$ cat src/rtl/branch_pkg.sv
// Shared encodings for branch resolution: opcodes, condition codes, NZCV bit positions.
package branch_pkg;

    localparam logic [5:0] OP_BCC = 6'b110000;
    localparam logic [5:0] OP_BR  = 6'b110001;

    localparam logic [3:0] COND_AL = 4'd0;
    localparam logic [3:0] COND_EQ = 4'd1;
    localparam logic [3:0] COND_NE = 4'd2;
    localparam logic [3:0] COND_CS = 4'd3;
    localparam logic [3:0] COND_CC = 4'd4;
    localparam logic [3:0] COND_MI = 4'd5;
    localparam logic [3:0] COND_PL = 4'd6;
    localparam logic [3:0] COND_VS = 4'd7;
    localparam logic [3:0] COND_VC = 4'd8;
    localparam logic [3:0] COND_HI = 4'd9;
    localparam logic [3:0] COND_LS = 4'd10;
    localparam logic [3:0] COND_GE = 4'd11;
    localparam logic [3:0] COND_LT = 4'd12;
    localparam logic [3:0] COND_GT = 4'd13;
    localparam logic [3:0] COND_LE = 4'd14;
    localparam logic [3:0] COND_NV = 4'd15;

    localparam int FLAG_N = 3;
    localparam int FLAG_Z = 2;
    localparam int FLAG_C = 1;
    localparam int FLAG_V = 0;

    typedef enum logic {ST_RUN = 1'b0, ST_FLUSH = 1'b1} br_state_e;

endpackage

$ cat src/rtl/cond_eval.sv
// Combinational condition-code check: 4-bit cond against NZCV flags.
module cond_eval
    import branch_pkg::*;
(
    input  logic [3:0] i_cond,
    input  logic [3:0] i_flags,
    output logic       o_taken
);

    logic w_n, w_z, w_c, w_v;
    assign w_n = i_flags[FLAG_N];
    assign w_z = i_flags[FLAG_Z];
    assign w_c = i_flags[FLAG_C];
    assign w_v = i_flags[FLAG_V];

    always_comb begin
        o_taken = 1'b0;
        case (i_cond)
            COND_AL: o_taken = 1'b1;
            COND_EQ: o_taken = w_z;
            COND_NE: o_taken = !w_z;
            COND_CS: o_taken = w_c;
            COND_CC: o_taken = !w_c;
            COND_MI: o_taken = w_n;
            COND_PL: o_taken = !w_n;
            COND_VS: o_taken = w_v;
            COND_VC: o_taken = !w_v;
            COND_HI: o_taken = w_c && !w_z;
            COND_LS: o_taken = !w_c || w_z;
            COND_GE: o_taken = (w_n == w_v);
            COND_LT: o_taken = (w_n != w_v);
            COND_GT: o_taken = !w_z && (w_n == w_v);
            COND_LE: o_taken = w_z || (w_n != w_v);
            default: o_taken = 1'b0;
        endcase
    end

endmodule

$ cat src/rtl/branch_resolve.sv
// Decode-stage branch resolution: NZCV holding, registered redirect to fetch,
// fixed wrong-path squash window and taken-branch counter.
module branch_resolve
    import branch_pkg::*;
#(
    parameter int FLUSH_CYCLES  = 2,
    parameter int FORWARD_FLAGS = 1
) (
    input  logic        clk,
    input  logic        rst_n,
    input  logic        id_valid,
    input  logic [31:0] id_instr,
    input  logic [31:0] id_rs_data,
    input  logic        flag_we,
    input  logic [3:0]  flags_in,
    output logic        b_cond,
    output logic        b_abs,
    output logic [15:0] b_relAddr,
    output logic [31:0] b_absAddr,
    output logic        flush,
    output logic [3:0]  flags_q,
    output logic [31:0] taken_cnt
);

    br_state_e   r_state;
    logic [2:0]  r_fcnt;
    logic        r_b_cond, r_b_abs;
    logic [15:0] r_rel;
    logic [31:0] r_abs;
    logic [3:0]  r_flags;
    logic [31:0] r_taken_cnt;

    logic [5:0] w_opcode;
    logic       w_is_bcc, w_is_br, w_cond_true, w_taken;
    logic [3:0] w_eff_flags;
    logic       w_unused;

    assign w_opcode    = id_instr[31:26];
    assign w_is_bcc    = (w_opcode == OP_BCC);
    assign w_is_br     = (w_opcode == OP_BR);
    assign w_eff_flags = (FORWARD_FLAGS != 0 && flag_we) ? flags_in : r_flags;
    assign w_unused    = &{1'b0, id_instr[21:16], id_rs_data[1:0]};

    cond_eval u_cond_eval (
        .i_cond  (id_instr[25:22]),
        .i_flags (w_eff_flags),
        .o_taken (w_cond_true)
    );

    assign w_taken = (r_state == ST_RUN) && id_valid && (w_is_bcc || w_is_br) && w_cond_true;

    always_ff @(posedge clk or negedge rst_n) begin
        if (!rst_n) begin
            r_state     <= ST_RUN;
            r_fcnt      <= 3'd0;
            r_b_cond    <= 1'b0;
            r_b_abs     <= 1'b0;
            r_rel       <= 16'h0;
            r_abs       <= 32'h0;
            r_flags     <= 4'h0;
            r_taken_cnt <= 32'h0;
        end else begin
            // Flag writes belong to older instructions, so they land even while squashing.
            if (flag_we) r_flags <= flags_in;
            r_b_cond <= 1'b0;
            r_b_abs  <= 1'b0;
            r_rel    <= 16'h0;
            r_abs    <= 32'h0;
            case (r_state)
                ST_RUN: begin
                    if (w_taken) begin
                        r_b_cond    <= 1'b1;
                        r_b_abs     <= w_is_br;
                        r_rel       <= w_is_br ? 16'h0 : id_instr[15:0];
                        r_abs       <= w_is_br ? {id_rs_data[31:2], 2'b00} : 32'h0;
                        r_taken_cnt <= r_taken_cnt + 32'd1;
                        r_state     <= ST_FLUSH;
                        r_fcnt      <= 3'(FLUSH_CYCLES);
                    end
                end
                ST_FLUSH: begin
                    if (r_fcnt <= 3'd1) begin
                        r_state <= ST_RUN;
                        r_fcnt  <= 3'd0;
                    end else begin
                        r_fcnt <= r_fcnt - 3'd1;
                    end
                end
                default: r_state <= ST_RUN;
            endcase
        end
    end

    assign b_cond    = r_b_cond;
    assign b_abs     = r_b_abs;
    assign b_relAddr = r_rel;
    assign b_absAddr = r_abs;
    assign flush     = (r_state == ST_FLUSH);
    assign flags_q   = r_flags;
    assign taken_cnt = r_taken_cnt;

endmodule

$ cat config.mk
export PLATFORM = sky130hd
export DESIGN_NAME = branch_resolve
export DESIGN_NICKNAME = d
export VERILOG_FILES = /design/src/rtl/branch_pkg.sv /design/src/rtl/cond_eval.sv /design/src/rtl/branch_resolve.sv
export SDC_FILE = /design/constraint.sdc
export NUM_CORES = 1
export LEC_CHECK = 0
export CAP_MARGIN = 15
export CORE_MARGIN = 5
export CORE_UTILIZATION = 42
export CTS_CLUSTER_SIZE = 8
export DETAILED_ROUTE_END_ITERATION = 10
export PLACE_DENSITY_LB_ADDON = 0.05
export SETUP_SLACK_MARGIN = 0.15
export SLEW_MARGIN = 10
export SYNTH_ARGS = -nofsm -noshare
export SYNTH_HDL_FRONTEND = slang
export SYNTH_SLANG_ARGS = --single-unit
$ cat constraint.sdc
create_clock -name clk -period 5.6 [get_ports clk]
set_clock_uncertainty 0.1 [all_clocks]
set_input_delay 1.12 -clock clk [delete_from_list [all_inputs] [get_ports clk]]
set_output_delay 1.12 -clock clk [all_outputs]
set_load 0.1 [all_outputs]
==> results.toml <==
[finish]
drive_above_1_share_pct = 8.16
fin_cells = 589
areaGrowthSynthToFinish_pct = 43.9
fin_nets = 548
antenna-diode-count = 0

[global_routing]
overflow = 0
grt_start_max_net_pins = 56
grt_pass1_vias = 3124
grt_pass1_wl_um = 16400
antenna_found_initial = 0
grt_usage_pct = 18.2

[clock_tree]
cts.reportedPaths.clkPinSlew_ps = 90
cts_hold_buf = 0
clockBufferDepth = 2
htreeDepth = 3
clock-root-buffer = "clkbuf_8"
clk_latency_ps = 350
cts_num_sinks = 88
cts_setup_buffers = 0
cts_resized = 0
cts_tree = "yes"
cts_buffers = 9

[min_path]
hp-class = "reg -> reg"
worstHoldStart = "taken_cnt[31]"
hold_end = "taken_cnt[31]"
min_path_cells = 1

[power]
pwr-share-comb_pct = 17.6
leakagePower_nw = 2.63
clock_power_share_pct = 32.6
p_sw_share_pct = 29.7
powerDensity_nw_per_um2 = 240
seqPwrFrac_pct = 49.8
total_power_w = 0.00135
ir_worst_vdd_mv = 0.114
p_int_w = 0.000949
p_sw_w = 0.000401

[sta]
setup_viol = 0
worst_slack_ps = 1410
relSlewSlack_pct = 30.9
post-route-period-util_pct = 74.7
hold_slack_ps = 371
hold_violations = 0
fmax_ghz = 0.239
min_period_ps = 4190
grt_setup_unrepaired = "no"
setup-tns-final_ps = 0
finalMaxSlewViolations = 0
max_slew.worst_pin.slew_ps = 1030

[yosys]
avgSynthCellArea_sq_um = 11.7
synth.most_common_cell = "dfrtp_1"
synth_top_area_cell = "dfrtp_1"
muxShareOfSynthArea_pct = 2.40
synth.cell_area_sq_um = 3910
ys_seq_area_share_pct = 56.3
yosys.area.top_type_share_pct = 56.3
ys_warn_count = 0
synth_edf_count = 0
synth_flop_cell = "dfrtp_1"
synth_fa_ha_area_share_pct = 0.959
syn_inst = 334
synth_compound_gate_area_share_pct = 10.7
synthArstFlopShare_pct = 100
yosys-top-cells-area = "dfrtp_1 56%, xor2_1 6.7%, and2_1 5.3%, and3_1 3.8%, a31oi_1 3.5%"
synth_cell_type_count = 49
synth_xor_xnor_area_share_pct = 7.38
synth_common_cells = "88 x dfrtp_1, 33 x and2_1, 30 x xor2_1, 24 x and3_1, 22 x a31oi_1"
synth-seq-cells = 88
synth_top_family_by_area = "simple AND/OR/NAND/NOR gates"
yosys.area_share.simple_pct = 18.4

[die]
io_pins = 159
fp-row-count = 35
initial_core_util_pct = 42.8
coreArea_sq_um = 9150
dieArea_sq_um = 11300
dieHeight_um = 107
die_x_um = 107

[worst_setup_path]
end_kind = "flop"
reg2reg_setup_slack_ps = 2550
start_kind = "primary input"
cp.required_ps = 5730
r2r_cells = 6
timing.rr.end = "taken_cnt[1]"
cp_max_fo = 32
worstSetupPathType = "in -> reg"
timing.rr.start = "flags_q[0]"
critPathArrivalTime_ps = 4310

[routing]
drc = 0
dr_total_vias = 3103
drt_wl_total_um = 10400
postRouteAntennaNets = 0
via_per_inst = 5.27
drtIter0Drc = 110
routedWlPerCell_um = 17.6
first_pass_iters = 4

[run]
cap_viol_max_count = 0

[placement]
gp_congestion = 0.846
pre_cts_slack_ps = 1060
dp_hpwl_um = 7220
portBuffers = 148
placedCellCount = 573

[run_status]
outcome = "finished, final reports clean"
[through the flow]
step	instance area [sq um]	utilization, %
after floorplan	3920	-
after global placement	5440	59.4
after detailed placement	5440	59.4
after CTS	5630	61.5
after global routing	5630	61.5
final	5630	61.5
[worst max path at each step]
stage               slack, ps  startpoint       endpoint
finish                   1410     flag_we   taken_cnt[1]
global route             1180     flag_we   taken_cnt[1]
CTS                      1420     flag_we   taken_cnt[1]
detailed placement       1060     flag_we   taken_cnt[1]
global placement         1120     flag_we   taken_cnt[1]
floorplan                2740     flag_we  taken_cnt[17]
[cell type report]
type                            instances  area, sq um
Inverter                                8         30.0
Multi-Input combinational cell        215         1570
Clock inverter                          6         67.6
Sequential cell                        88         2200
Timing Repair Buffer                  151         1500
Clock buffer                           10          128
Tap cell                              111          139
Fill cell                             760         3520
[layout by cell type (no fill, tap or decap), drive strengths merged, types with 3 or more instances in the layout]
cell,count
mux2,5
a311oi,9
and3,24
and2,33
dfrtp,88
nor3,3
nor2b,3
xnor2,3
and4,5
xor2,30
a31oi,23
mux2i,3
nand2,13
nand3,11
clkbuf,10
nor2,6
ha,3
nand4,15
inv,10
buf,4
clkdlybuf4s50,147
o21ai,4
[flip-flops by register name, summed over array words and instances, names as in the netlist]
| signal | cells |
|---|---|
| b_abs | 1 |
| b_absAddr | 30 |
| b_cond | 1 |
| b_relAddr | 16 |
| flags_q | 4 |
| flush | 1 |
| r_fcnt | 3 |
| taken_cnt | 32 |
[power by group through the flow]
stage | Combinational (W) | Clock [W] | Sequential (W)
floorplan | 0.0000838 | 0 | 0.000745
global placement | 0.000232 | 0 | 0.000684
detailed placement | 0.000238 | 0 | 0.000685
CTS | 0.000240 | 0.000456 | 0.000673
global route | 0.000257 | 0.000484 | 0.000676
finish | 0.000238 | 0.000440 | 0.000672
[worst max-delay path, cell delays in order]
cell,delay (ps)
clkdlybuf4s50_1,690
mux2i_2,330
inv_2,70
o32ai_2,210
a211oi_1,80
o221a_2,530
a31oi_2,890
mux2_1,390
[cells by family (layout without fill, tap and decap cells)]
family          count (synthesis)  after routing
simple gates                  120            120
flops                          88             88
compound gates                 49             49
buf+inv                        32            175
xor+xnor                       33             33
mux                             8              8
other cells                     1              2
fa+ha+maj                       3              3
[metal layers]
layer | GRT usage [%] | part of all wire (%) | up-vias
met5 | 0 | 0 | -
met4 | 5.21 | 0.84 | 0
met3 | 3.95 | 6.0 | 9
met2 | 29.7 | 47 | 121
met1 | 24.4 | 46 | 1512
li1 | - | - | 1461
No activity file was read; power rests on OpenSTA's default activity.
